--- src/rtl/nvme_pl_credit_rx_if.sv ---
// Link-side bundle for the credit-flow receiver: push-only inbound stream,
// credit return, valid/ready outbound stream and status flags.
interface nvme_pl_credit_rx_if #(
  parameter int WIDTH = 128
);
  logic             valid_in;
  logic [WIDTH-1:0] data_in;
  logic             credit_out;
  logic             valid_out;
  logic [WIDTH-1:0] data_out;
  logic             ready_in;
  logic             init_done;
  logic             error_out;

  // receiver side
  modport master (
    input  valid_in, data_in, ready_in,
    output credit_out, valid_out, data_out, init_done, error_out
  );

  // sender/consumer side
  modport slave (
    output valid_in, data_in, ready_in,
    input  credit_out, valid_out, data_out, init_done, error_out
  );
endinterface

--- src/rtl/nvme_pl_credit_rx.sv ---
// Credit-flow link receiver: push-only stream into a FWFT FIFO, one credit pulse per freed entry.
// Optional overflow/protocol checking enabled by defining NVME_PL_CREDIT_RX_CHK_EN.
//
// state   | meaning
// ST_INIT | issuing the DEPTH initial credits after reset
// ST_RUN  | all initial credits issued; terminal until reset
module nvme_pl_credit_rx #(
  parameter int WIDTH = 128,
  parameter int DEPTH = 8
) (
  input  logic                 clk,
  input  logic                 reset_n,
  nvme_pl_credit_rx_if.master  bus
);
  localparam int            AW      = $clog2(DEPTH);
  localparam logic [AW:0]   DEPTH_C = (AW+1)'(DEPTH);

  typedef enum logic [1:0] {
    ST_INIT = 2'd0,
    ST_RUN  = 2'd1
  } state_e;

  logic [WIDTH-1:0] mem_q [DEPTH];
  logic [AW:0]      wr_ptr_q, wr_ptr_d;
  logic [AW:0]      rd_ptr_q, rd_ptr_d;
  logic [AW:0]      pend_q, pend_d;
  logic [AW:0]      init_cnt_q, init_cnt_d;
  logic             credit_q, credit_d;
  state_e           state_q, state_d;
  logic             empty, full, push, pop, wr_en, emit;

  assign empty = (wr_ptr_q == rd_ptr_q);
  assign full  = (wr_ptr_q[AW-1:0] == rd_ptr_q[AW-1:0]) && (wr_ptr_q[AW] != rd_ptr_q[AW]);
  assign push  = bus.valid_in;
  assign pop   = !empty && bus.ready_in;
  assign emit  = (pend_q != '0);

`ifdef NVME_PL_CREDIT_RX_CHK_EN
  logic err_q, err_d, ovf;
  // second term: sender pushed while every credit is still held here
  assign ovf   = push && (full || ((pend_q == DEPTH_C) && empty));
  assign wr_en = push && !full;
  assign err_d = err_q || ovf;

  always_ff @(posedge clk or negedge reset_n) begin
    if (!reset_n) err_q <= 1'b0;
    else          err_q <= err_d;
  end

  assign bus.error_out = err_q;
`else
  assign wr_en         = push;
  assign bus.error_out = 1'b0;
`endif

  assign wr_ptr_d = wr_ptr_q + (AW+1)'(wr_en);
  assign rd_ptr_d = rd_ptr_q + (AW+1)'(pop);
  assign pend_d   = pend_q - (AW+1)'(emit) + (AW+1)'(pop);
  assign credit_d = emit;

  always_ff @(posedge clk) begin
    if (wr_en) mem_q[wr_ptr_q[AW-1:0]] <= bus.data_in;
  end

  always_ff @(posedge clk or negedge reset_n) begin
    if (!reset_n) begin
      wr_ptr_q   <= '0;
      rd_ptr_q   <= '0;
      pend_q     <= DEPTH_C;
      credit_q   <= 1'b0;
      init_cnt_q <= '0;
      state_q    <= ST_INIT;
    end else begin
      wr_ptr_q   <= wr_ptr_d;
      rd_ptr_q   <= rd_ptr_d;
      pend_q     <= pend_d;
      credit_q   <= credit_d;
      init_cnt_q <= init_cnt_d;
      state_q    <= state_d;
    end
  end

  // Counts every emitted credit while in INIT, so pop credits queued early also count.
  always_comb begin
    state_d    = state_q;
    init_cnt_d = init_cnt_q;
    case (state_q)
      ST_INIT: begin
        if (init_cnt_q == DEPTH_C) state_d = ST_RUN;
        else                       init_cnt_d = init_cnt_q + (AW+1)'(emit);
      end
      ST_RUN:  state_d = ST_RUN;
      default: state_d = ST_INIT;
    endcase
  end

  assign bus.credit_out = credit_q;
  assign bus.valid_out  = !empty;
  assign bus.data_out   = mem_q[rd_ptr_q[AW-1:0]];
  assign bus.init_done  = (state_q == ST_RUN);
endmodule

--- src/flat_wrapper.sv ---
// flat-port wrapper written by rule: the top's interface ports become plain ports
module nvme_pl_credit_rx_flat 
#(
  parameter int WIDTH = 128,
  parameter int DEPTH = 8
)
  (clk, reset_n, bus_valid_in, bus_data_in, bus_ready_in, bus_credit_out, bus_valid_out, bus_data_out, bus_init_done, bus_error_out);
  nvme_pl_credit_rx_if #(.WIDTH(WIDTH)) bus_i ();
  input  logic clk;
  input  logic reset_n;
  input wire logic [$bits(bus_i.valid_in)-1:0] bus_valid_in;
  input wire logic [$bits(bus_i.data_in)-1:0] bus_data_in;
  input wire logic [$bits(bus_i.ready_in)-1:0] bus_ready_in;
  output wire logic [$bits(bus_i.credit_out)-1:0] bus_credit_out;
  output wire logic [$bits(bus_i.valid_out)-1:0] bus_valid_out;
  output wire logic [$bits(bus_i.data_out)-1:0] bus_data_out;
  output wire logic [$bits(bus_i.init_done)-1:0] bus_init_done;
  output wire logic [$bits(bus_i.error_out)-1:0] bus_error_out;
  assign bus_i.valid_in = bus_valid_in;
  assign bus_i.data_in = bus_data_in;
  assign bus_i.ready_in = bus_ready_in;
  assign bus_credit_out = bus_i.credit_out;
  assign bus_valid_out = bus_i.valid_out;
  assign bus_data_out = bus_i.data_out;
  assign bus_init_done = bus_i.init_done;
  assign bus_error_out = bus_i.error_out;
  nvme_pl_credit_rx #(.WIDTH(WIDTH), .DEPTH(DEPTH)) u_core (.clk(clk), .reset_n(reset_n), .bus(bus_i));
endmodule
--- config.mk ---
export PLATFORM = sky130hd
export DESIGN_NAME = nvme_pl_credit_rx_flat
export DESIGN_NICKNAME = d
export VERILOG_FILES = /design/src/rtl/nvme_pl_credit_rx_if.sv /design/src/rtl/nvme_pl_credit_rx.sv /design/src/flat_wrapper.sv
export SDC_FILE = /design/constraint.sdc
export NUM_CORES = 1
export LEC_CHECK = 0
export CORE_MARGIN = 1
export CORE_UTILIZATION = 63
export CTS_CLUSTER_SIZE = 14
export DETAILED_ROUTE_END_ITERATION = 10
export GPL_TIMING_DRIVEN = 0
export MAX_ROUTING_LAYER = met4
export PLACE_DENSITY = 0.95
export SYNTH_ARGS = -nofsm -noshare
export SYNTH_HDL_FRONTEND = slang
export SYNTH_SLANG_ARGS = --single-unit
--- constraint.sdc ---
create_clock -name clk -period 25.3 [get_ports clk]
set_input_delay 2.53 -clock clk [delete_from_list [all_inputs] [get_ports clk]]
set_output_delay 2.53 -clock clk [all_outputs]
set_load 0.01 [all_outputs]
# Word level (Yosys, flattened, before mapping)
# Memories as Yosys holds them, arrays and structs flattened.
# Cells that the tools add are included.
[classes]
add_sub_neg = 5
n_eq_ne = 4
mux = 4
bitwise = 1
n_reduce_logical = 5
[ops]
columns = ["cell", "n"]
rows = [
  ["$add 4x1->4", 4],
  ["$eq 4x4->1", 1],
  ["$eq 4x4->1 const B", 1],
  ["$pmux 2 s2", 1],
  ["$reduce_bool 4->1", 1],
  ["$sub 4x1->4", 1],
  ["$eq 2x1->1 const B", 1],
  ["$logic_not 2->1", 1],
  ["$mux 1", 2],
  ["$mux 2", 1],
  ["$ne 2x1->1 const B", 1],
  ["$reduce_and 2->1", 1],
  ["$logic_and 1x1->1", 1],
  ["$logic_not 1->1", 1],
  ["$not 1->1", 1],
]
[word_totals]
register_bits = 19
mem_bits_rw = 1024
input_bits = 132
out_inout_bits = 132
mem_count = 1
[mem_list]
columns = ["memory", "depth", "width", "read_ports", "rd_clocked_by_memory_dff", "wr", "line_no", "rtl"]
rows = [
  ["u_core.mem_q", 8, 128, 1, 0, 1, "nvme_pl_credit_rx.sv:23", "logic [WIDTH-1:0] mem_q [DEPTH];"],
]

# Depth between registers and ports, before layout
[depth]
word_depth = 4
mapped_depth = 9
depth_no_buf = 9

# Worst setup path after synthesis
# OpenSTA, ideal clock, no wires.
[synth_path]
path_type = "in2reg"
start = "input port bus_valid_in"
end = "memory u_core.mem_q[0][0], enable pin"
setup_ps = 772
t_arrival_ps = 11264
slack_ps = 13265
stages = 2
path_buffers = 0
cell_sequence = "nand2b_1 -> nor3_1"
[synth_between]
elab_chain_cells = 2
[synth_lines]
columns = ["item", "line_no", "rtl"]
rows = [
  ["start: declaration", "flat_wrapper.sv:11", "input wire logic [$bits(bus_i.valid_in)-1:0] bus_valid_in;"],
  ["$mux 1", "nvme_pl_credit_rx.sv:62", "if (wr_en) mem_q[wr_ptr_q[AW-1:0]] <= bus.data_in;"],
  ["$mux 1 (not written as such)", "nvme_pl_credit_rx.sv:62", ""],
  ["end: declaration", "nvme_pl_credit_rx.sv:23", ""],
]
# Every way passes these cells.

# Worst setup path after layout
[layout_path]
start = "register u_core.rd_ptr_q[2]"
end = "output port bus_data_out[125]"
[layout_between]
elab_chain_cells = 1
[layout_lines]
columns = ["item", "line_no", "rtl"]
rows = [
  ["start: declaration", "nvme_pl_credit_rx.sv:25", "logic [AW:0] rd_ptr_q, rd_ptr_d;"],
  ["start signal: assignment", "nvme_pl_credit_rx.sv:75", "rd_ptr_q <= rd_ptr_d;"],
  ["$mem_v2 8x128", "-", ""],
  ["end: declaration", "flat_wrapper.sv:16", "output wire logic [$bits(bus_i.data_out)-1:0] bus_data_out;"],
]
# Every way passes these cells.

==> impl_metrics.tcl <==
set metrics [dict create \
    status "completed" \
    slew_headroom_pct 25.7 \
    async_flop_share_pct 1.73 \
    antenna_found_initial 17 \
    crit_arrival_ns 3.73 \
    end_kind "primary output" \
    worstRegToRegCells 7 \
    grt_pass1_wl_um 130000 \
    finalSetupTns_ns 0 \
    syn_area_per_cell_um2 25.2 \
    yosys.cell_count.top_type "edfxtp_1" \
    stdcell_count 2919 \
    total_power_mw 5.68 \
    fp-row-count 91 \
    first_pass_iters 5 \
    cts_buffers 99 \
    slowest_stage "clkbuf_1" \
    ff2ff_setup_slack_ns 22.34 \
    globalplace.congestion 0.743 \
    drv_slew 0 \
    cts-root-buf "clkbuf_16" \
    fin_ws_ns 19.04 \
    dieArea_um2 63500 \
    synth_top_area_share_pct 78.1 \
    area_growth_pct 20.4 \
    vias 18700 \
    placedCellCount 2725 \
    fmax_mhz 160 \
    initial_core_util_pct 63.8 \
    grt_max_degree 26 \
    worst_pin_slew_ns 1.12 \
    yosysSeqAreaShare_pct 79.3 \
    period_share_pct 24.7 \
    yosysUniqueCellTypes 29 \
    cp.depth 6 \
    htreeDepth 3 \
    min_path_type "reg -> reg" \
    ys_warn_count 0 \
    syn_area_um2 39400 \
    post-route-drc-count 0 \
    cts-hold-fix-buffers 0 \
    path_clk_slew_ns 0.06 \
    dpl_worst_slack_ns 19.74 \
    grt_pass1_vias 19600 \
    cp_slowest_stage_delay_ns 0.81 \
    p_per_area_nw_per_um2 120 \
    synthTopCellsByArea "edfxtp_1, mux4_2, mux2_2" \
    p_leak_nw 15.2 \
    hold_viol 0 \
    cp_common_cell "buf_2" \
    whs_ns 0.502 \
    cts.path.max_buffers 3 \
    rsz0062_at_grt "false" \
    yosys_most_used_dff "edfxtp_1" \
    cts_resized 0 \
    path_buf_inv 4 \
    die_width_um 252 \
    first_iter_violations 1962 \
    ir_drop_v 0.000120 \
    routedWlPerCell_um 30.8 \
    core_area_um2 61700 \
    whs_path_depth 1 \
    final_core_util_pct 76.8 \
    ios 264 \
    maxCapViolCount 0 \
    io_buffers 262 \
    fill_cells 3021 \
    clock-sinks 1042 \
    via_per_inst 6.39 \
    yosysTopAreaCell "edfxtp_1" \
    cp.required_ns 22.77 \
    wl_um 90000 \
    skew_ns 0.0260 \
    hpwl_um 53600 \
    worstPathCellList "buf_2 -> clkbuf_1 -> buf_2 -> mux4_2 -> mux2_2 -> clkdlybuf4s50_1" \
    ys_ff_latch 1042 \
    cts_tree "yes" \
    synth_edf_count 1024 \
    die_h_um 252 \
    cts.repair_timing.setup_buffer_count 0 \
    syn_nets 1704 \
    drive_above_1_share_pct 31.3 \
    ant_nets 0 \
    syn_inst 1560 \
    path_max_fanout 10 \
    dpl_cell_area_um2 44200 \
    crit_path_start_kind "flop" \
    nets 2133 \
    worst-setup-path-type "reg -> out" \
    finalCriticalPeriod_ns 6.26 \
    fin_area_um2 47400 \
    clkLatencyLatePin_ns 0.65 \
    grt.overflow.total 0 \
    synth_commonest_cells "edfxtp_1, mux4_2, mux2_2" \
    grtUsageTotal_pct 30.0 \
    cp_top_family "buffers and inverters" \
    setup_viol 0 \
]
## power by group
part | switching, mW | total (mW) | internal, mW
combinational | 0.958 | 1.98 | 1.02
clock | 0.625 | 1.46 | 0.835
sequential | 0.0747 | 2.24 | 2.17
total | 1.66 | 5.68 | 4.02
## cells by family after synthesis
kind of cell	synth area share (%)
AOI/OAI and AO/OA	0.0540
xor gates and xnor gates	0.245
adders and majority gates	0.401
buffers and inverters	1.34
DFF	79.3
muxes	18.4
other	0.00953
and+or+nand+nor	0.305
## sequential cells by signal, summed over array words and instances, names as in the netlist
| name | cells |
|---|---|
| u_core.wr_ptr_q | 4 |
| u_core.state_q | 1 |
| u_core.init_cnt_q | 4 |
| u_core.mem_q | 1024 |
| u_core.bus.credit_out | 1 |
| u_core.pend_q | 4 |
| u_core.rd_ptr_q | 4 |
## per-layer routing
layer / vias up / global-route usage [%] / share of wire [%]
met5: - / - / 0
met4: 0 / 10.1 / 2.7
met3: 160 / 6.47 / 8.6
met2: 1049 / 48.5 / 52
met1: 9875 / 38.2 / 37
li1: 7574 / - / -
## cell type report
cell class,count,area (um2),area share [%]
Timing Repair Buffer,328,3700,7.82
Clock inverter,59,577,1.22
Buffer,73,495,1.05
Multi-Input combinational cell,436,7680,16.2
Sequential cell,1042,31200,65.8
Inverter,9,33.8,0.0713
Antenna cell,17,42.5,0.0898
Tap cell,837,1050,2.21
Clock buffer,118,2600,5.49
## final timing paths
path                                           start              endpoint
worst min register to register  u_core.init_cnt_q[3]  u_core.init_cnt_q[3]
worst max-delay path              u_core.rd_ptr_q[2]     bus_data_out[125]
max in group asynchronous                    reset_n  u_core.init_cnt_q[2]
min in group asynchronous                    reset_n    u_core.wr_ptr_q[0]
worst max register to register    u_core.wr_ptr_q[2]   u_core.mem_q[0][41]
worst min-delay path            u_core.init_cnt_q[3]  u_core.init_cnt_q[3]
## layout by cell type, fill, tap and decap left out, types with 5 or more instances in the layout
cell             instances
clkbuf_16              101
diode_2                 17
buf_8                    5
bufinv_16               10
dfrtp_1                 17
clkinv_2                20
buf_6                   54
nor2_4                   6
ha_1                    11
edfxtp_1              1024
buf_2                   18
xnor2_1                  8
inv_1                    9
mux2_2                 130
buf_1                    6
clkinv_1                20
clkdlybuf4s50_1        262
buf_12                  29
mux4_2                 256
clkbuf_1                38
Power figures use the tool's default switching activity.
